File: config.mk
export PLATFORM = sky130hd
export DESIGN_NAME = atm_multi_session_ctrl
export DESIGN_NICKNAME = d
export VERILOG_FILES = /design/src/rtl/atm_pkg.sv /design/src/rtl/atm_session_timer.sv /design/src/rtl/atm_multi_session_ctrl.sv
export SDC_FILE = /design/constraint.sdc
export NUM_CORES = 1
export LEC_CHECK = 0
export BUFFER_PORTS_ARGS = -buffer_cell sky130_fd_sc_hd__buf_4
export CAP_MARGIN = 5
export CORE_ASPECT_RATIO = 2
export CORE_MARGIN = 4
export CORE_UTILIZATION = 35
export CTS_CLUSTER_SIZE = 20
export DETAILED_ROUTE_END_ITERATION = 16
export PLACE_DENSITY_LB_ADDON = 0.25
export SETUP_SLACK_MARGIN = 0.15
export SKIP_CTS_REPAIR_TIMING = 1
export SLEW_MARGIN = 20
export SYNTH_ARGS = -nofsm -noshare
export SYNTH_HDL_FRONTEND = slang
export SYNTH_HIERARCHICAL = 1
export SYNTH_SLANG_ARGS = --single-unit
File: constraint.sdc
create_clock -name clk -period 12.7 [get_ports clk]
set_input_delay 2.54 -clock clk [delete_from_list [all_inputs] [get_ports clk]]
set_output_delay 2.54 -clock clk [all_outputs]
set_load 0.01 [all_outputs]
File: src/rtl/atm_pkg.sv
// Shared types for the ATM session controller: FSM states, operation codes, PIN reset base.
// Types only; no latency or backpressure of its own.
package atm_pkg;

  typedef enum logic [2:0] {
    ST_IDLE    = 3'd0,
    ST_PIN     = 3'd1,
    ST_MENU    = 3'd2,
    ST_SERVICE = 3'd3,
    ST_EJECT   = 3'd4
  } state_t;

  typedef enum logic [1:0] {
    OP_INQ = 2'd0,
    OP_DEP = 2'd1,
    OP_WDR = 2'd2,
    OP_PIN = 2'd3
  } op_t;

  localparam logic [15:0] PIN_BASE = 16'h1000;

  function automatic logic [15:0] reset_pin(input int idx);
    return PIN_BASE + 16'(idx);
  endfunction

endpackage

File: src/rtl/atm_session_timer.sv
// Inactivity counter: timeout is high while running and the count sits at TIMEOUT_CYCLES-1.
// Timeout is a combinational decode of the count; clear takes effect on the next edge; no backpressure.
module atm_session_timer #(
  parameter int TIMEOUT_CYCLES = 1000
) (
  input  logic clk,
  input  logic rst,
  input  logic run,
  input  logic clear,
  output logic timeout
);

  localparam int CW = (TIMEOUT_CYCLES > 1) ? $clog2(TIMEOUT_CYCLES) : 1;
  localparam logic [CW-1:0] LAST = CW'(TIMEOUT_CYCLES - 1);

  logic [CW-1:0] count;

  always_ff @(posedge clk or posedge rst) begin
    if (rst) begin
      count <= '0;
    end else if (clear || !run) begin
      count <= '0;
    end else if (count != LAST) begin
      count <= count + 1'b1;
    end
  end

  assign timeout = run && (count == LAST);

endmodule

File: src/rtl/atm_multi_session_ctrl.sv
// Multi-account ATM session controller; ATM_SESSION_LIMIT_EN adds a per-session withdrawal cap.
// Op result one cycle after op_valid; qualifiers outside their state are ignored, no backpressure.
module atm_multi_session_ctrl
  import atm_pkg::*;
#(
  parameter int ACCT_COUNT     = 8,
  parameter int CARD_W         = 3,
  parameter int PSW_W          = 16,
  parameter int BAL_W          = 20,
  parameter int INIT_BALANCE   = 1000,
  parameter int MAX_TRIES      = 3,
  parameter int TIMEOUT_CYCLES = 1000,
  parameter int SESSION_LIMIT  = 500
) (
  input  logic              clk,
  input  logic              rst,
  input  logic              card_in,
  input  logic [CARD_W-1:0] card_number,
  input  logic              pin_valid,
  input  logic [PSW_W-1:0]  pin_in,
  input  logic              op_valid,
  input  logic [1:0]        operation,
  input  logic [BAL_W-1:0]  value,
  input  logic              svc_valid,
  input  logic              another_service,
  output logic [BAL_W-1:0]  balance_out,
  output logic              op_done,
  output logic              error,
  output logic              wrong_psw,
  output logic              card_locked,
  output logic              card_eject,
  output logic              busy
);

  localparam int AW = $clog2(MAX_TRIES + 1);
  localparam logic [CARD_W:0] ACCT_LIM = (CARD_W + 1)'(ACCT_COUNT);

  state_t state, state_nxt;

  logic              card_q;
  logic [CARD_W-1:0] acct;
  logic [BAL_W-1:0]  bal   [ACCT_COUNT];
  logic [PSW_W-1:0]  pin   [ACCT_COUNT];
  logic [AW-1:0]     tries [ACCT_COUNT];
  logic [ACCT_COUNT-1:0] locked;

  logic card_rise, card_hit_lock, card_bad;
  logic in_session, any_valid, timeout, expire;
  logic pin_match, last_try;
  logic [BAL_W-1:0] cur_bal, new_bal;
  logic [BAL_W:0]   dep_sum;
  logic op_ok, limit_ok;

  assign card_rise  = card_in & ~card_q;
  assign in_session = (state == ST_PIN) || (state == ST_MENU) || (state == ST_SERVICE);
  assign any_valid  = pin_valid | op_valid | svc_valid;
  assign expire     = timeout & ~any_valid;

  // Lock lookup by compare so an out-of-range card number never indexes past the table.
  always_comb begin
    card_hit_lock = 1'b0;
    for (int i = 0; i < ACCT_COUNT; i++) begin
      if (card_number == CARD_W'(i) && locked[i]) card_hit_lock = 1'b1;
    end
  end
  assign card_bad = ({1'b0, card_number} >= ACCT_LIM) || card_hit_lock;

  assign cur_bal   = bal[acct];
  assign pin_match = (pin_in == pin[acct]);
  assign last_try  = (tries[acct] == AW'(MAX_TRIES - 1));
  assign dep_sum   = {1'b0, cur_bal} + {1'b0, value};

`ifdef ATM_SESSION_LIMIT_EN
  logic [BAL_W-1:0] sess_acc;
  logic [BAL_W:0]   sess_sum;
  assign sess_sum = {1'b0, sess_acc} + {1'b0, value};
  assign limit_ok = (sess_sum <= (BAL_W + 1)'(SESSION_LIMIT));
`else
  assign limit_ok = 1'b1;
`endif

  always_comb begin
    op_ok   = 1'b1;
    new_bal = cur_bal;
    case (op_t'(operation))
      OP_DEP: begin
        op_ok   = ~dep_sum[BAL_W];
        new_bal = op_ok ? dep_sum[BAL_W-1:0] : cur_bal;
      end
      OP_WDR: begin
        op_ok   = (value <= cur_bal) && limit_ok;
        new_bal = op_ok ? (cur_bal - value) : cur_bal;
      end
      default: ;
    endcase
  end

  atm_session_timer #(
    .TIMEOUT_CYCLES(TIMEOUT_CYCLES)
  ) u_timer (
    .clk    (clk),
    .rst    (rst),
    .run    (in_session),
    .clear  (any_valid || (state_nxt != state)),
    .timeout(timeout)
  );

  always_ff @(posedge clk or posedge rst) begin
    if (rst) state <= ST_IDLE;
    else     state <= state_nxt;
  end

  // Card removal outranks every qualifier; a live qualifier outranks the timeout.
  always_comb begin
    state_nxt = state;
    case (state)
      ST_IDLE: if (card_rise) state_nxt = card_bad ? ST_EJECT : ST_PIN;
      ST_PIN: begin
        if (!card_in)        state_nxt = ST_IDLE;
        else if (pin_valid) begin
          if (pin_match)     state_nxt = ST_MENU;
          else if (last_try) state_nxt = ST_EJECT;
        end else if (expire) state_nxt = ST_EJECT;
      end
      ST_MENU: begin
        if (!card_in)       state_nxt = ST_IDLE;
        else if (op_valid)  state_nxt = ST_SERVICE;
        else if (expire)    state_nxt = ST_EJECT;
      end
      ST_SERVICE: begin
        if (!card_in)       state_nxt = ST_IDLE;
        else if (svc_valid) state_nxt = another_service ? ST_MENU : ST_EJECT;
        else if (expire)    state_nxt = ST_EJECT;
      end
      ST_EJECT: state_nxt = ST_IDLE;
      default:  state_nxt = ST_IDLE;
    endcase
  end

  always_comb begin
    busy       = (state != ST_IDLE);
    card_eject = (state == ST_EJECT);
  end

  always_ff @(posedge clk or posedge rst) begin
    if (rst) begin
      card_q      <= 1'b0;
      acct        <= '0;
      balance_out <= '0;
      op_done     <= 1'b0;
      error       <= 1'b0;
      wrong_psw   <= 1'b0;
      card_locked <= 1'b0;
      locked      <= '0;
      for (int i = 0; i < ACCT_COUNT; i++) begin
        bal[i]   <= BAL_W'(INIT_BALANCE);
        pin[i]   <= PSW_W'(reset_pin(i));
        tries[i] <= '0;
      end
`ifdef ATM_SESSION_LIMIT_EN
      sess_acc <= '0;
`endif
    end else begin
      card_q      <= card_in;
      op_done     <= 1'b0;
      error       <= 1'b0;
      wrong_psw   <= 1'b0;
      card_locked <= 1'b0;
      case (state)
        ST_IDLE: if (card_rise) begin
          acct  <= card_number;
          error <= card_bad;
`ifdef ATM_SESSION_LIMIT_EN
          sess_acc <= '0;
`endif
        end
        ST_PIN: if (card_in && pin_valid) begin
          if (pin_match) begin
            tries[acct] <= '0;
          end else begin
            wrong_psw   <= 1'b1;
            tries[acct] <= tries[acct] + 1'b1;
            if (last_try) begin
              locked[acct] <= 1'b1;
              card_locked  <= 1'b1;
            end
          end
        end
        ST_MENU: if (card_in && op_valid) begin
          if (op_ok) begin
            op_done     <= 1'b1;
            balance_out <= new_bal;
            bal[acct]   <= new_bal;
            if (op_t'(operation) == OP_PIN) pin[acct] <= value[PSW_W-1:0];
`ifdef ATM_SESSION_LIMIT_EN
            if (op_t'(operation) == OP_WDR) sess_acc <= sess_sum[BAL_W-1:0];
`endif
          end else begin
            error <= 1'b1;
          end
        end
        default: ;
      endcase
    end
  end

endmodule

==> results by stage <==
Routing:
- In the routed design, unresolved DRC markers number 0.
- The number of search-and-repair iterations in the first detailed-routing pass is 6.
- The ratio of routed vias to standard cells is between 5 and 6.
- The detailed router finished its first iteration with between 900 and 1,000 violations.
- The final wirelength is 57,800 um.
- Dividing the detail-routed wire length by the instance count gives 24.4 um.
- The count of nets left with antenna violations once routing finished came out at 0.
- The routed layout has 13,400 vias.

Synthesis:
- In this run the cell area of the synthesized design comes to around 18,000 um^2.
- The dominant synthesized flop cell is dfrtp_1.
- The number of flops mapped to enable cells by yosys is 0.
- In the synthesized netlist, the number of instances is roughly 1,600.
- The fraction of the yosys area taken by sequential cells is 0.491.
- The async set or reset register ratio after synthesis is 1.00.
- The number of nets produced by synthesis is roughly 1,700.
- The average instance area after synthesis is 11.1 um^2.
- The flip-flop and latch count after synthesis is 353.
- Yosys printed 6 warnings.
- The unique cell type count in the Yosys netlist is 78.

Floorplan:
- Measured along the x axis, the die boundary spans between 150 and 200 um.
- The number of top-level design ports is 74.
- The effective utilization at floorplan is 0.355.
- The standard-cell row count is approximately 120.
- The height of the die is 330 um.
- The die covers 55,900 um^2.
- The core footprint is roughly 51,000 um^2.

Timing:
- The number of slew-limit violations in the final report was 0.
- The worst pin sits at a relative slew slack of 0.229.
- The sum of negative setup slack is 0 ns.
- Of the available clock period, the critical path in the final layout requires 0.598.
- The timing-limited maximum frequency is 0.132 GHz.
- The time the worst path needs with I/O delays and setup is 7.60 ns.
- The number of failing hold endpoints at the final stage is 0.
- On the final layout, the worst clock skew is 0.0292 ns.
- The transition time at the pin with the least slew margin is 1.16 ns.
- Setup repair after global routing left no endpoint under its margin.
- The count of endpoints failing setup in the final report is 0.

Worst hold path:
- The path class of the tightest hold or removal check is flip-flop to flip-flop.

Global route:
- The maximum number of pins on one net before global-route repair is around 100.
- The number of antenna violations at the first check in global routing was 0.
- The via count of the first global-routing pass came to ~14,000.
- The first global-routing pass estimated 87,600 um of wire.
- The total routing resource utilization after global routing is 0.205.
- Global routing finished with a remaining overflow of 0.

Critical path:
- The worst setup path is captured at a flip-flop.
- Of all nets on the critical path, the largest fanout is 30.
- The nature of the critical path startpoint is a flip-flop.
- STA puts the critical path data required time at 13.12 ns.
- The critical path's top delay family is simple AND/OR/NAND/NOR gates.
- The critical path is of the flip-flop to flip-flop type.
- Counting both buffers and inverters, the worst setup path holds a total of 5.
- The cell type of the slowest stage on the worst timing path is clkinv_1.
- Walking the worst path, the cells encountered are clkinv_1 -> nand2_1 -> nor2_1 -> buf_4 -> a22oi_1 -> and4_1 -> inv_1 -> ha_1 -> fa_1 -> nor3b_1 -> nor3_1 -> o31ai_2 -> o2111ai_2 -> and2_1 -> o31ai_4 -> buf_4 -> inv_2 -> and2_1 -> nand2_2 -> mux2_2.
- On the worst path, the slowest cell contributes a delay of 0.77 ns.
- The data arrival time at the worst-slack endpoint is 8.02 ns.

Layout:
- From synthesis to final layout, the design area changed by 13.5%.
- For this run, the post-layout net count is between 1,500 and 2,000.
- The diode insertion count for antenna repair is 0.
- The library cell used most frequently in the layout, excluding fill and tap cells, is dfrtp_1.
- Leaving out fill and tap cells, the most frequent cells in the layout are dfrtp_1, nor2_1, mux2_2.
- Of the cells placed in the final design, the portion with a size suffix greater than 1 is 0.280.
- The finished cells cover 20,600 um^2.

Status:
- The flow ran to the end, and the final reports show no timing, DRC or antenna violations.

Placement:
- The placed wire-length estimate after detailed placement is 41,700 um.
- The count of buffers from port buffering is 73.
- Summing all placed instances gives a cell area of 19,400 um^2.
- The placer's final routability congestion estimate is 0.939.

CTS:
- In this run the number of H-tree levels came out at 2.
- The worst-skew pair later-pin latency is 0.54 ns.
- The maximum clock path buffer count is 3.
- The CTS tree is yes.
- The clock transition at the registers of the reported paths is 0.07 ns.
- The root cell of the clock tree is clkbuf_16.
- The clock net in this run drives a total of 353 sinks.
- Clock tree synthesis inserted a total of 34 buffers.

Pwr:
- The total power consumption of the routed design is 3150 uW.
- Dividing total power by cell area gives a power density of between 150 and 200 nW/um^2.
- The largest vdd supply drop is 0.000128 V.
- The leakage dissipation is 0.00952 uW.

Flow run:
- Max-cap violations in this run came to 0.
per-stage QoR:
| step | hold slack, ns | setup slack, ns | util | cells |
|---|---|---|---|---|
| 6_report | 0.456 | 5.10 | 0.403 | 2370 |
| 5_1_grt | 0.474 | 4.65 | 0.403 | 2370 |
| 2_1_floorplan | 0.423 | 0.764 | - | 1639 |
| 3_5_place_dp | 0.440 | 5.14 | 0.379 | 2308 |
| 3_3_place_gp | 0.438 | 5.27 | 0.379 | 2308 |
| 4_1_cts | 0.455 | 5.10 | 0.402 | 2370 |
state kept, by name, indices dropped and copies added (netlist names), 3 cells and up:
name	count
state	3
pin	128
locked	8
tries	16
balance_out	20
acct	3
bal	160
u_timer/count	10
path summary, 6_finish.rpt:
check,end,depth (start not counted),from,slack (ns)
setup reg to reg,pin[25],20,acct[1],5.10
min in group asynchronous,u_timer/count[9],2,rst,2.03
hold reg to reg,locked[3],1,locked[3],0.46
max in group asynchronous,balance_out[14],3,rst,9.28
hold / removal,locked[3],1,locked[3],0.46
setup / recovery,pin[25],20,acct[1],5.10
cell type report:
cell class	instances	area [um^2]
clock inverter	13	213
inverter	49	191
multi-input combinational	1141	8640
fill	4962	30600
tap	654	818
timing repair buffer	111	845
sequential	353	8920
clock buffer	49	1010
kinds of logic after synthesis:
logic type	after synthesis	share of synthesized area
xor gates and xnor gates	27	0.0130
adders and majority gates	47	0.0332
DFF	353	0.491
AOI/OAI and AO/OA	449	0.164
and+or+nand+nor	386	0.101
buffers and inverters	145	0.0348
muxes	232	0.163
cell usage after synthesis, drive strengths merged (8+ instances only):
master | number | area share
a211oi | 8 | 0.0036
a21o | 15 | 0.0062
a21oi | 123 | 0.034
a221o | 12 | 0.0066
a221oi | 39 | 0.019
a22oi | 48 | 0.020
a31oi | 31 | 0.011
a32oi | 10 | 0.0048
and2 | 12 | 0.0041
buf | 35 | 0.012
clkbuf | 61 | 0.013
dfrtp | 285 | 0.39
dfstp | 68 | 0.098
ha | 45 | 0.031
inv | 48 | 0.0099
mux2 | 189 | 0.13
mux2i | 23 | 0.013
mux4 | 20 | 0.025
nand2 | 119 | 0.028
nand3 | 20 | 0.0058
nor2 | 152 | 0.031
nor2b | 18 | 0.0062
nor3 | 18 | 0.0089
o21ai | 84 | 0.023
o21bai | 8 | 0.0033
o221ai | 12 | 0.0058
o22ai | 9 | 0.0031
o31ai | 11 | 0.0056
xnor2 | 22 | 0.011
routing by layer:
layer	vias up	part of all wire	global-route usage	wire length, um
met3	144	0.036	0.0230	2090
met4	0	0.055	0.101	3190
met2	358	0.55	0.390	31900
met5	-	0	0	0
met1	6780	0.36	0.222	20600
li1	6107	-	-	-
where the power goes:
part	leakage, uW	internal [uW]	switching, uW
clock network	0.000605	660	452
logic	0.00426	256	597
registers	0.00466	1160	28.4
total	0.00952	2070	1080
No activity file was read; power rests on OpenSTA's default activity.
